### config.mk
export PLATFORM = sky130hd
export DESIGN_NAME = ddr_wr_arbiter
export DESIGN_NICKNAME = d
export VERILOG_FILES = /design/src/rtl/ddr_wr_arbiter_pkg.sv /design/src/rtl/ddr_wr_arbiter_rr_pick.sv /design/src/rtl/ddr_wr_arbiter.sv
export SDC_FILE = /design/constraint.sdc
export NUM_CORES = 1
export LEC_CHECK = 0
export ABC_CLOCK_PERIOD_IN_PS = 3300
export BUFFER_PORTS_ARGS = -buffer_cell sky130_fd_sc_hd__clkbuf_2
export CORE_AREA = 2 2 348 350
export DETAILED_ROUTE_END_ITERATION = 10
export DIE_AREA = 0 0 350 352
export SYNTH_ARGS = -nofsm -noshare
export SYNTH_HDL_FRONTEND = slang
export SYNTH_HIERARCHICAL = 1
export SYNTH_SLANG_ARGS = --single-unit
### constraint.sdc
create_clock -name i_ddr_clk -period 3.3 [get_ports i_ddr_clk]
set_input_delay 0.165 -clock i_ddr_clk [delete_from_list [all_inputs] [get_ports i_ddr_clk]]
set_output_delay 0.165 -clock i_ddr_clk [all_outputs]
set_load 0.01 [all_outputs]
### src/rtl/ddr_wr_arbiter_pkg.sv
// -----------------------------------------------------------------------------
// ddr_wr_arbiter_pkg
// Shared definitions for the DDR write-port arbiter: FSM state encoding, the
// width of the externally visible grant index, and the round-robin pointer
// advance helper.
// -----------------------------------------------------------------------------
package ddr_wr_arbiter_pkg;

    // grant_id is always presented on 3 bits, zero-extended for small CH_NUM.
    localparam int GRANT_W = 3;

    typedef enum logic [1:0] {
        ST_IDLE = 2'd0,
        ST_REQ  = 2'd1,
        ST_DATA = 2'd2
    } arb_state_e;

    // Next round-robin start position after channel idx was served.
    function automatic int unsigned rr_next(input int unsigned idx, input int unsigned n);
        return (idx + 32'd1 >= n) ? 32'd0 : idx + 32'd1;
    endfunction

endpackage

### src/rtl/ddr_wr_arbiter_rr_pick.sv
// -----------------------------------------------------------------------------
// rr_pick
// Combinational round-robin picker: returns the first requesting channel at or
// after i_ptr, wrapping from CH_NUM-1 back to 0.
// Ports:
//   i_req   [CH_NUM]  request vector (already masked by enables)
//   i_ptr   [PTR_W]   round-robin start position
//   o_valid           at least one request is set
//   o_idx   [PTR_W]   chosen channel (0 when o_valid is low)
// -----------------------------------------------------------------------------
module rr_pick #(
    parameter int CH_NUM = 4,
    parameter int PTR_W  = $clog2(CH_NUM)
) (
    input  logic [CH_NUM-1:0] i_req,
    input  logic [PTR_W-1:0]  i_ptr,
    output logic              o_valid,
    output logic [PTR_W-1:0]  o_idx
);

    int w_dist;
    int w_best;

    // Each channel's distance from the pointer (mod CH_NUM) is its priority;
    // the smallest distance among requesters wins. Iterating with constant
    // indices keeps the request vector free of variable bit-selects.
    always_comb begin
        // NOTE: every output gets a default before any branch so no path can
        // leave it unassigned and infer a latch.
        o_valid = 1'b0;
        o_idx   = '0;
        w_best  = CH_NUM;
        w_dist  = 0;
        for (int c = 0; c < CH_NUM; c++) begin
            w_dist = c - int'(i_ptr);
            if (w_dist < 0) begin
                w_dist = w_dist + CH_NUM;
            end
            if (i_req[c] && (w_dist < w_best)) begin
                w_best  = w_dist;
                o_valid = 1'b1;
                o_idx   = PTR_W'(c);
            end
        end
    end

endmodule

### src/rtl/ddr_wr_arbiter.sv
// -----------------------------------------------------------------------------
// ddr_wr_arbiter
// Shares the single DDR controller write port among CH_NUM write buffers.
// A channel is granted round-robin, its address/length are latched and its
// burst is forwarded; controller strobes are routed back to the granted channel.
// Ports (all in i_ddr_clk):
//   i_ddr_clk, i_ddr_rst       clock, synchronous active-high reset
//   i_ch_en/i_ch_wreq [CH]     per-channel enable and level write request
//   i_ch_waddr/_wr_len/_wdata  packed per-channel address, length, data
//   o_ch_wrdy/_wdata_req/_wdone  controller strobes routed to granted channel
//   o_ddr_wreq/_waddr/_wr_len  latched request towards the controller
//   i_ddr_wrdy/_wdata_req/_wdone controller handshake inputs
//   o_ddr_wdata                data of the granted channel (0 when idle)
//   o_grant_id [3]             current/last granted channel
//   o_busy                     FSM not idle
//   o_timeout_err              sticky: burst exceeded TIMEOUT_CYC cycles
// -----------------------------------------------------------------------------
module ddr_wr_arbiter
    import ddr_wr_arbiter_pkg::*;
#(
    parameter int CH_NUM      = 4,
    parameter int ADDR_WIDTH  = 27,
    parameter int LEN_WIDTH   = 16,
    parameter int DQ_WIDTH    = 16,
    parameter int TIMEOUT_CYC = 4096
) (
    input  logic                             i_ddr_clk,
    input  logic                             i_ddr_rst,
    input  logic [CH_NUM-1:0]                i_ch_en,
    input  logic [CH_NUM-1:0]                i_ch_wreq,
    input  logic [CH_NUM*ADDR_WIDTH-1:0]     i_ch_waddr,
    input  logic [CH_NUM*LEN_WIDTH-1:0]      i_ch_wr_len,
    input  logic [CH_NUM*8*DQ_WIDTH-1:0]     i_ch_wdata,
    output logic [CH_NUM-1:0]                o_ch_wrdy,
    output logic [CH_NUM-1:0]                o_ch_wdata_req,
    output logic [CH_NUM-1:0]                o_ch_wdone,
    output logic                             o_ddr_wreq,
    output logic [ADDR_WIDTH-1:0]            o_ddr_waddr,
    output logic [LEN_WIDTH-1:0]             o_ddr_wr_len,
    input  logic                             i_ddr_wrdy,
    output logic [8*DQ_WIDTH-1:0]            o_ddr_wdata,
    input  logic                             i_ddr_wdata_req,
    input  logic                             i_ddr_wdone,
    output logic [GRANT_W-1:0]               o_grant_id,
    output logic                             o_busy,
    output logic                             o_timeout_err
);

    localparam int DATA_W = 8 * DQ_WIDTH;
    localparam int PTR_W  = $clog2(CH_NUM);
    localparam int TMR_W  = $clog2(TIMEOUT_CYC) + 1;
    localparam logic [TMR_W-1:0] TMR_MAX = TMR_W'(TIMEOUT_CYC - 1);

    arb_state_e             r_state;
    arb_state_e             w_state_nxt;
    logic                   r_ddr_wreq;
    logic [ADDR_WIDTH-1:0]  r_waddr;
    logic [LEN_WIDTH-1:0]   r_len;
    logic [GRANT_W-1:0]     r_grant_id;
    logic [PTR_W-1:0]       r_rr_ptr;
    logic [TMR_W-1:0]       r_timer;
    logic                   r_timeout_err;

    logic [CH_NUM-1:0]      w_eligible;
    logic                   w_pick_valid;
    logic [PTR_W-1:0]       w_pick_idx;
    logic [ADDR_WIDTH-1:0]  w_sel_addr;
    logic [LEN_WIDTH-1:0]   w_sel_len;
    logic                   w_burst_done;
    logic [PTR_W-1:0]       w_ptr_nxt;

    assign w_eligible = i_ch_wreq & i_ch_en;

    rr_pick #(
        .CH_NUM (CH_NUM),
        .PTR_W  (PTR_W)
    ) u_rr_pick (
        .i_req   (w_eligible),
        .i_ptr   (r_rr_ptr),
        .o_valid (w_pick_valid),
        .o_idx   (w_pick_idx)
    );

    // Address/length of the channel the picker would grant this cycle.
    always_comb begin
        w_sel_addr = '0;
        w_sel_len  = '0;
        for (int c = 0; c < CH_NUM; c++) begin
            if (w_pick_idx == PTR_W'(c)) begin
                w_sel_addr = i_ch_waddr[c*ADDR_WIDTH +: ADDR_WIDTH];
                w_sel_len  = i_ch_wr_len[c*LEN_WIDTH +: LEN_WIDTH];
            end
        end
    end

    // A burst ends on ddr_wdone in DATA, or in REQ when the first data strobe
    // and the done pulse coincide.
    assign w_burst_done = ((r_state == ST_DATA) && i_ddr_wdone) ||
                          ((r_state == ST_REQ) && i_ddr_wdata_req && i_ddr_wdone);

    assign w_ptr_nxt = PTR_W'(rr_next(32'(r_grant_id), CH_NUM));

    always_comb begin
        w_state_nxt = r_state;
        case (r_state)
            ST_IDLE: if (w_pick_valid) w_state_nxt = ST_REQ;
            ST_REQ:  if (i_ddr_wdata_req) w_state_nxt = i_ddr_wdone ? ST_IDLE : ST_DATA;
            ST_DATA: if (i_ddr_wdone) w_state_nxt = ST_IDLE;
            default: w_state_nxt = ST_IDLE;
        endcase
    end

    always_ff @(posedge i_ddr_clk) begin
        // NOTE: sequential state uses non-blocking assignments so every
        // register here sees the pre-edge value of every other register.
        if (i_ddr_rst) begin
            r_state       <= ST_IDLE;
            r_ddr_wreq    <= 1'b0;
            r_waddr       <= '0;
            r_len         <= '0;
            r_grant_id    <= '0;
            r_rr_ptr      <= '0;
            r_timer       <= '0;
            r_timeout_err <= 1'b0;
        end else begin
            r_state <= w_state_nxt;

            // Latch the burst parameters at grant; later input changes are ignored.
            if ((r_state == ST_IDLE) && w_pick_valid) begin
                r_grant_id <= GRANT_W'(w_pick_idx);
                r_waddr    <= w_sel_addr;
                r_len      <= w_sel_len;
                r_ddr_wreq <= 1'b1;
            end

            if ((r_state == ST_REQ) && i_ddr_wdata_req) begin
                r_ddr_wreq <= 1'b0;
            end

            if (w_burst_done) begin
                r_rr_ptr <= w_ptr_nxt;
            end

            // Timer saturates at its limit; the burst is never aborted, only flagged.
            if (r_state == ST_IDLE) begin
                r_timer <= '0;
            end else if (r_timer != TMR_MAX) begin
                r_timer <= r_timer + TMR_W'(1);
            end else begin
                r_timeout_err <= 1'b1;
            end
        end
    end

    // Strobe and data routing: combinational, only while a burst is owned.
    always_comb begin
        o_ch_wrdy      = '0;
        o_ch_wdata_req = '0;
        o_ch_wdone     = '0;
        o_ddr_wdata    = '0;
        if (r_state != ST_IDLE) begin
            for (int c = 0; c < CH_NUM; c++) begin
                if (r_grant_id == GRANT_W'(c)) begin
                    o_ddr_wdata       = i_ch_wdata[c*DATA_W +: DATA_W];
                    o_ch_wrdy[c]      = i_ddr_wrdy;
                    o_ch_wdata_req[c] = i_ddr_wdata_req;
                    o_ch_wdone[c]     = i_ddr_wdone;
                end
            end
        end
    end

    assign o_ddr_wreq    = r_ddr_wreq;
    assign o_ddr_waddr   = r_waddr;
    assign o_ddr_wr_len  = r_len;
    assign o_grant_id    = r_grant_id;
    assign o_busy        = (r_state != ST_IDLE);
    assign o_timeout_err = r_timeout_err;

endmodule

==> results.yml, run 1 <==
drt:
  totalWireLength_microns: 85100
  postRouteAntennaNets: 0
  drt_iter0_drc: 964
  route.vias.total: 13200
  drc_errors: 0
  drtPass1Iterations: 5
  wl_per_cell_microns: 22.5
  vias_per_cell: 3.49
clocking:
  clk_latency_ps: 360
  path_clk_slew_ps: 80
  numClockSinks: 64
  clk_path_buf_depth: 2
  cts_tree: "yes"
  ctsHtreeMaxLevel: 3
  hold_buffers: 0
  numCtsBuffers: 9
  cts_root_buf: "clkbuf_16"
sta:
  slew-limit-headroom_pct: 49.8
  fmax_mhz: 292
  final-max-slew-violation-count: 0
  clock_skew_ps: 18.8
  fin_crit_sh_pct: 104
  rsz0062_at_grt: "yes"
  finalSetupViolCount: 43
  layout_setup_ws_ps: -130
  hold_slack_ps: 193
  layout_min_cycle_time_ps: 3430
  worst_pin_slew_ps: 753
  finalHoldViolCount: 0
critical_path:
  cp_slowest_cell: "mux4_2"
  slowest_delay_ps: 500
  end_kind: "flip-flop"
  cp_max_fo: 8
  worstSetupPathType: "flip-flop to flip-flop"
  crit_required_ps: 3510
  arrival_ps: 3640
  path_cells: "or3b_4, a31oi_4, inv_2, ha_4, o22ai_2, o21ai_2, mux2i_1, ha_1, o221a_1, o22ai_4, buf_12, clkbuf_16, mux4_2, nand2_2, a21oi_1"
  worst_setup_path_start_kind: "flip-flop"
grt:
  grt_pass1_wl_microns: 108000
  globalRouteTotalUtil_pct: 13.0
  antenna_found_initial: 59
  grt_max_degree: 114
  grt_pass1_vias: 12600
  grt_overflow: 0
flow_run:
  maxCapViolations: 0
synthesis:
  synth_seq_cells: 64
  synth_top_cell_by_area: "nand2_1"
  yosysSeqAreaShare_pct: 15.2
  netlist_instances: 1275
  ys_async_sr_fraction_pct: 0
  synth_top_area_share_pct: 15.8
  synth_nets: 1980
  synth_warnings: 6
  synth_cell_types: 53
  netlist_area_sq_um: 8420
  syn_avg_cell_area_sq_um: 6.61
  ys.flop_type: "dfxtp_1"
  synth_edf_count: 0
  yosys-top-cells-area: "nand2_1, mux2i_1, dfxtp_1, o21ai_0, mux4_2"
final_layout:
  fillCellCount: 13900
  synthToLayoutAreaGrowth_pct: 89.0
  finalNonFillerCells: 3776
  final_common_cell: "clkbuf_2"
  drive_gt1_share_pct: 50.3
  layout.nets: 2849
  mostFrequentLayoutCells: "clkbuf_2, nand2_1, o21ai_0, mux2i_1, nand3_1"
placement:
  hpwlAfterDp_microns: 75000
  dpl.cell_count: 3734
  post-place-ws_ps: -315
  gp_congestion: 0.895
  portBuffers: 884
floorplanning:
  ios: 886
  die_w_microns: 350
  core_sq_um: 119000
  dieArea_sq_um: 123000
  fp-row-count: 127
  initial_utilization_pct: 7.06
  die_y_microns: 352
power_and_ir_drop:
  power_density_nw_per_um2: 312
  vdd_drop_max_mv: 0.230
  leakagePower_nw: 7.11
hold_path:
  hp-class: "primary input to flip-flop"
outcome:
  status: "finished, violations left"
  failed_checks: "setup timing"
[cell families (layout without fill, tap and decap cells)]
| logic type | Yosys count | count (layout) | synth area share [%] |
|---|---|---|---|
| flops | 64 | 64 | 15.2 |
| fa+ha+maj | 8 | 8 | 1.19 |
| buf+inv | 139 | 1013 | 7.01 |
| compound gates | 336 | 336 | 20.7 |
| mux | 175 | 175 | 27.2 |
| simple gates | 551 | 551 | 28.6 |
| xor+xnor | 1 | 1 | 0.104 |
| other cells | 1 | 16 | 0.0445 |
[power by group]
group          internal, mW  switching [mW]  leakage [nW]
Combinational          1.20            1.75          6.43
Sequential            0.842          0.0532         0.525
Clock                 0.671           0.444         0.157
Total                  2.72            2.25          7.11
[critical path: cells and delay by family, from the launching register on]
kind | cells | cell delay (ps)
adders and majority gates | 2 | 530
AOI/OAI and AO/OA | 6 | 810
DFF | 1 | 320
buffers and inverters | 3 | 440
and+or+nand+nor | 2 | 450
muxes | 2 | 720
[metal layers]
layer / global-route usage, % / up-vias / wire (microns)
li1: - / 6281 / -
met1: 15.5 / 6083 / 34600
met2: 23.5 / 677 / 42600
met3: 2.30 / 132 / 5360
met4: 3.44 / 22 / 2430
met5: 0 / - / 135
[synthesized netlist by cell type (2+ instances only)]
master,instances
buf_2,39
ha_1,8
mux2i_1,132
a21oi_1,53
dfxtp_1,64
o21ai_0,250
nand2b_1,5
a31oi_1,4
clkbuf_1,77
nand4_1,2
nor2_1,17
o21ai_1,13
o22ai_1,2
nor3_1,7
nand3_1,130
nand2_1,354
o31ai_1,2
buf_1,8
mux4_2,43
o311ai_0,2
inv_1,8
or3_1,2
nor2b_1,3
and3_1,12
buf_4,5
and2_1,6
[state kept, by name (all words and copies together) (netlist names)]
name and cells:
r_state 2, o_ddr_wreq 1, o_ddr_waddr 27, o_ddr_wr_len 16, o_timeout_err 1, r_timer 13
o_grant_id 2, r_rr_ptr 2
[through the flow]
| step | power [mW] | util, % | TNS, ps | instance area, sq um |
|---|---|---|---|---|
| floorplan | 2.12 | - | -285 | 8480 |
| global placement | 3.86 | 12.8 | -13010 | 15300 |
| detailed placement | 3.87 | 12.8 | -12670 | 15300 |
| CTS | 5.07 | 13.2 | -10080 | 15700 |
| global route | 5.30 | 13.3 | -11590 | 15900 |
| finish | 4.97 | 13.3 | -4760 | 15900 |
[path summary, 6_finish.rpt]
path | cells past startpoint | endpoint | slack, ps | startpoint
min | 3 | r_state[1] | 190 | i_ddr_wdone
max reg2reg | 15 | o_ddr_waddr[0] | -130 | r_rr_ptr[1]
min reg2reg | 2 | o_ddr_waddr[1] | 450 | o_ddr_waddr[1]
max | 15 | o_ddr_waddr[0] | -130 | r_rr_ptr[1]
[repair_timing]
item | 4_1_cts | 5_1_grt
endpoints found under the setup margin | 43 | 44
gates cloned | 2 | 4
gates resized for setup | 4 | 13
setup buffers | 2 | 3
pin swaps | 3 | 5
[area by class of cell]
| class | count | area [sq um] | share of cell area [%] |
|---|---|---|---|
| timing repair buffer | 988 | 5500 | 34.6 |
| antenna | 15 | 37.5 | 0.236 |
| sequential | 64 | 1280 | 8.07 |
| tap | 1612 | 2020 | 12.7 |
| inverter | 9 | 38.8 | 0.244 |
| multi-input combinational | 1072 | 6710 | 42.1 |
| clock buffer | 9 | 225 | 1.42 |
| clock inverter | 7 | 103 | 0.645 |
No activity file was read; power rests on OpenSTA's default activity.
==> run 2, diff against run 1 <==
--- a/config.mk
+++ b/config.mk
@@ -5,12 +5,11 @@
 export SDC_FILE = /design/constraint.sdc
 export NUM_CORES = 1
 export LEC_CHECK = 0
-export ABC_CLOCK_PERIOD_IN_PS = 3300
 export BUFFER_PORTS_ARGS = -buffer_cell sky130_fd_sc_hd__clkbuf_2
-export CORE_AREA = 2 2 348 350
+export CORE_AREA = 2 2 342 344
 export DETAILED_ROUTE_END_ITERATION = 10
-export DIE_AREA = 0 0 350 352
+export DIE_AREA = 0 0 344 346
+export PLACE_DENSITY = 0.38
 export SYNTH_ARGS = -nofsm -noshare
 export SYNTH_HDL_FRONTEND = slang
-export SYNTH_HIERARCHICAL = 1
 export SYNTH_SLANG_ARGS = --single-unit
==> results.yml, run 2 <==
synthesis:
  netlist_instances: 1372
  synth_seq_cells: 64
  ys_async_sr_fraction_pct: 0
  synth_cell_types: 57
  synth_top_area_share_pct: 14.8
  yosysMostFrequentCell: "nor2_1"
  syn_avg_cell_area_sq_um: 6.30
  yosys-top-cells-area: "dfxtp_1, a221oi_1, nor2b_1, a21oi_1, nor2_1"
  synthTopCellsByCount: "nor2_1, a21oi_1, clkbuf_1"
  ys.flop_type: "dfxtp_1"
  synth_nets: 2077
  synth_top_cell_by_area: "dfxtp_1"
  netlist_area_sq_um: 8640
  synth_edf_count: 0
  synth_warnings: 0
  yosysSeqAreaShare_pct: 14.8
placement:
  post-place-ws_ps: 88.1
  portBuffers: 884
  dpl.cell_count: 3712
  gp_congestion: 0.911
  hpwlAfterDp_microns: 85000
final_layout:
  synthToLayoutAreaGrowth_pct: 83.6
  mostFrequentLayoutCells: "clkbuf_2, nor2_1, a21oi_1, nand2_1, nor2b_1"
  layout.nets: 2906
  finalNonFillerCells: 3747
  drive_gt1_share_pct: 46.6
  fillCellCount: 13800
  final_common_cell: "clkbuf_2"
  largest_reg_flops: 27
critical_path:
  cp_max_fo: 58
  ff2ff_setup_slack_ps: 190
  crit_required_ps: 3130
  reg2reg_to: "o_ddr_waddr[21]"
  r2r_cells: 13
  rr_startpoint: "r_rr_ptr[1]"
  end_kind: "output port"
  worstSetupPathType: "flip-flop to output port"
  arrival_ps: 3020
  worst_setup_path_start_kind: "flip-flop"
floorplanning:
  fp-row-count: 125
  die_y_microns: 346
  initial_utilization_pct: 7.49
  die_w_microns: 344
  ios: 886
  dieArea_sq_um: 119000
  core_sq_um: 115000
clocking:
  clk_latency_ps: 370
  cts_tree: "yes"
  path_clk_slew_ps: 70
  hold_buffers: 0
  numClockSinks: 64
  numCtsBuffers: 9
  ctsHtreeMaxLevel: 3
  cts_root_buf: "clkbuf_16"
  clk_path_buf_depth: 2
sta:
  fin_crit_sh_pct: 96.5
  layout_min_cycle_time_ps: 3180
  clock_skew_ps: 11.6
  rsz0062_at_grt: "no"
  layout_setup_ws_ps: 117
  finalSetupViolCount: 0
  setup_tns_ps: 0
  slew-limit-headroom_pct: 49.3
  finalHoldViolCount: 0
  worst_pin_slew_ps: 761
  fmax_mhz: 314
  final-max-slew-violation-count: 0
grt:
  grt_pass1_wl_microns: 129000
  grt_overflow: 0
  grt_pass1_vias: 14400
  antenna_found_initial: 65
  globalRouteTotalUtil_pct: 15.7
  grt_max_degree: 119
power_and_ir_drop:
  vdd_drop_max_mv: 0.245
  power_density_nw_per_um2: 381
  leakagePower_nw: 7.36
hold_path:
  holdCritStartpoint: "i_ch_waddr[105]"
  worstHoldEndpoint: "o_ddr_waddr[24]"
  whs_path_depth: 3
  hp-class: "primary input to flip-flop"
drt:
  totalWireLength_microns: 99600
  drtPass1Iterations: 5
  route.vias.total: 14800
  vias_per_cell: 3.96
  postRouteAntennaNets: 0
  drc_errors: 0
  wl_per_cell_microns: 26.6
  drt_iter0_drc: 1160
flow_run:
  maxCapViolations: 0
outcome:
  status: "finished, final reports clean"
[run 2: changes by cell type in the layout (fill, tap and decap cells not counted), sizes merged, moves of 31 or more]
cell and delta:
nor2b +130, nand2 -220, nor3 +124, a221oi +130
nor2 +165, o21ai -215, nand3 -125, mux2i -123
a21o +31, a21oi +94, mux4 -43
[run 2: routing by layer]
metal / vias up / track usage (%) / share of wire (%)
met2: 816 / 29.1 / 52
met5: - / 0 / 0.25
li1: 6803 / - / -
met4: 38 / 4.17 / 2.4
met3: 142 / 3.45 / 7.3
met1: 7027 / 17.9 / 38
[run 2: final cells by class]
| type | count | area [sq um] | share of cell area, % |
|---|---|---|---|
| antenna | 17 | 42.5 | 0.268 |
| clock buffer | 9 | 225 | 1.42 |
| timing repair buffer | 974 | 5380 | 33.9 |
| multi-input combinational | 1146 | 6920 | 43.6 |
| clock inverter | 7 | 100 | 0.631 |
| inverter | 6 | 22.5 | 0.142 |
| sequential | 64 | 1280 | 8.08 |
| tap | 1524 | 1910 | 12.0 |
[run 2: logic make-up after synthesis]
logic type,share of synthesized area [%]
flip-flops,14.8
AND/OR/NAND/NOR,34.1
XOR/XNOR,0.709
adder cells (fa/ha/maj),1.16
AO/OA/AOI/OAI,40.0
multiplexers,1.69
other,0.0434
buffers and inverters,7.45
[run 2: power breakdown]
group	switching (mW)	leakage (nW)	internal (mW)	total, mW
combinational	2.43	6.67	1.54	3.97
clock	0.476	0.161	0.671	1.15
sequential	0.0729	0.526	0.852	0.925
total	2.98	7.36	3.07	6.05
[run 2: how the worst max path moves through the flow]
stage                                 end          start  slack [ps]
after floorplan           o_ddr_waddr[11]    r_rr_ptr[0]          10
after CTS                 o_ddr_wdata[16]  o_grant_id[1]           7
final                     o_ddr_wdata[34]  o_grant_id[1]         120
after detailed placement  o_ddr_waddr[21]    r_rr_ptr[1]          90
after global placement    o_ddr_waddr[23]    r_rr_ptr[1]         110
after global routing      o_ddr_wdata[25]  o_grant_id[1]           2
[run 2: worst max-delay path: stages (launching register included)]
cell      delay, ps
dfxtp_1         440
inv_1           120
ha_4            190
nor2b_4         380
buf_12          320
a221oi_1        120
nor3_1          500
buf_4           220
a21oi_1          40
nor2_1          100
clkbuf_2        150
[run 2: through the flow]
stage | hold slack (ps) | total power [mW] | util, % | cell area [sq um]
floorplan | 318 | 2.69 | - | 8670
global placement | 427 | 4.96 | 13.3 | 15400
detailed placement | 430 | 4.95 | 13.3 | 15400
CTS | 28.3 | 6.12 | 13.6 | 15700
global route | 60.9 | 6.45 | 13.7 | 15900
finish | 46.9 | 6.05 | 13.7 | 15900
[run 2: what timing repair did]
action | CTS | global route
endpoints found under the setup margin | 0 | 48
buffers inserted | 0 | 1
resized for setup | 0 | 26
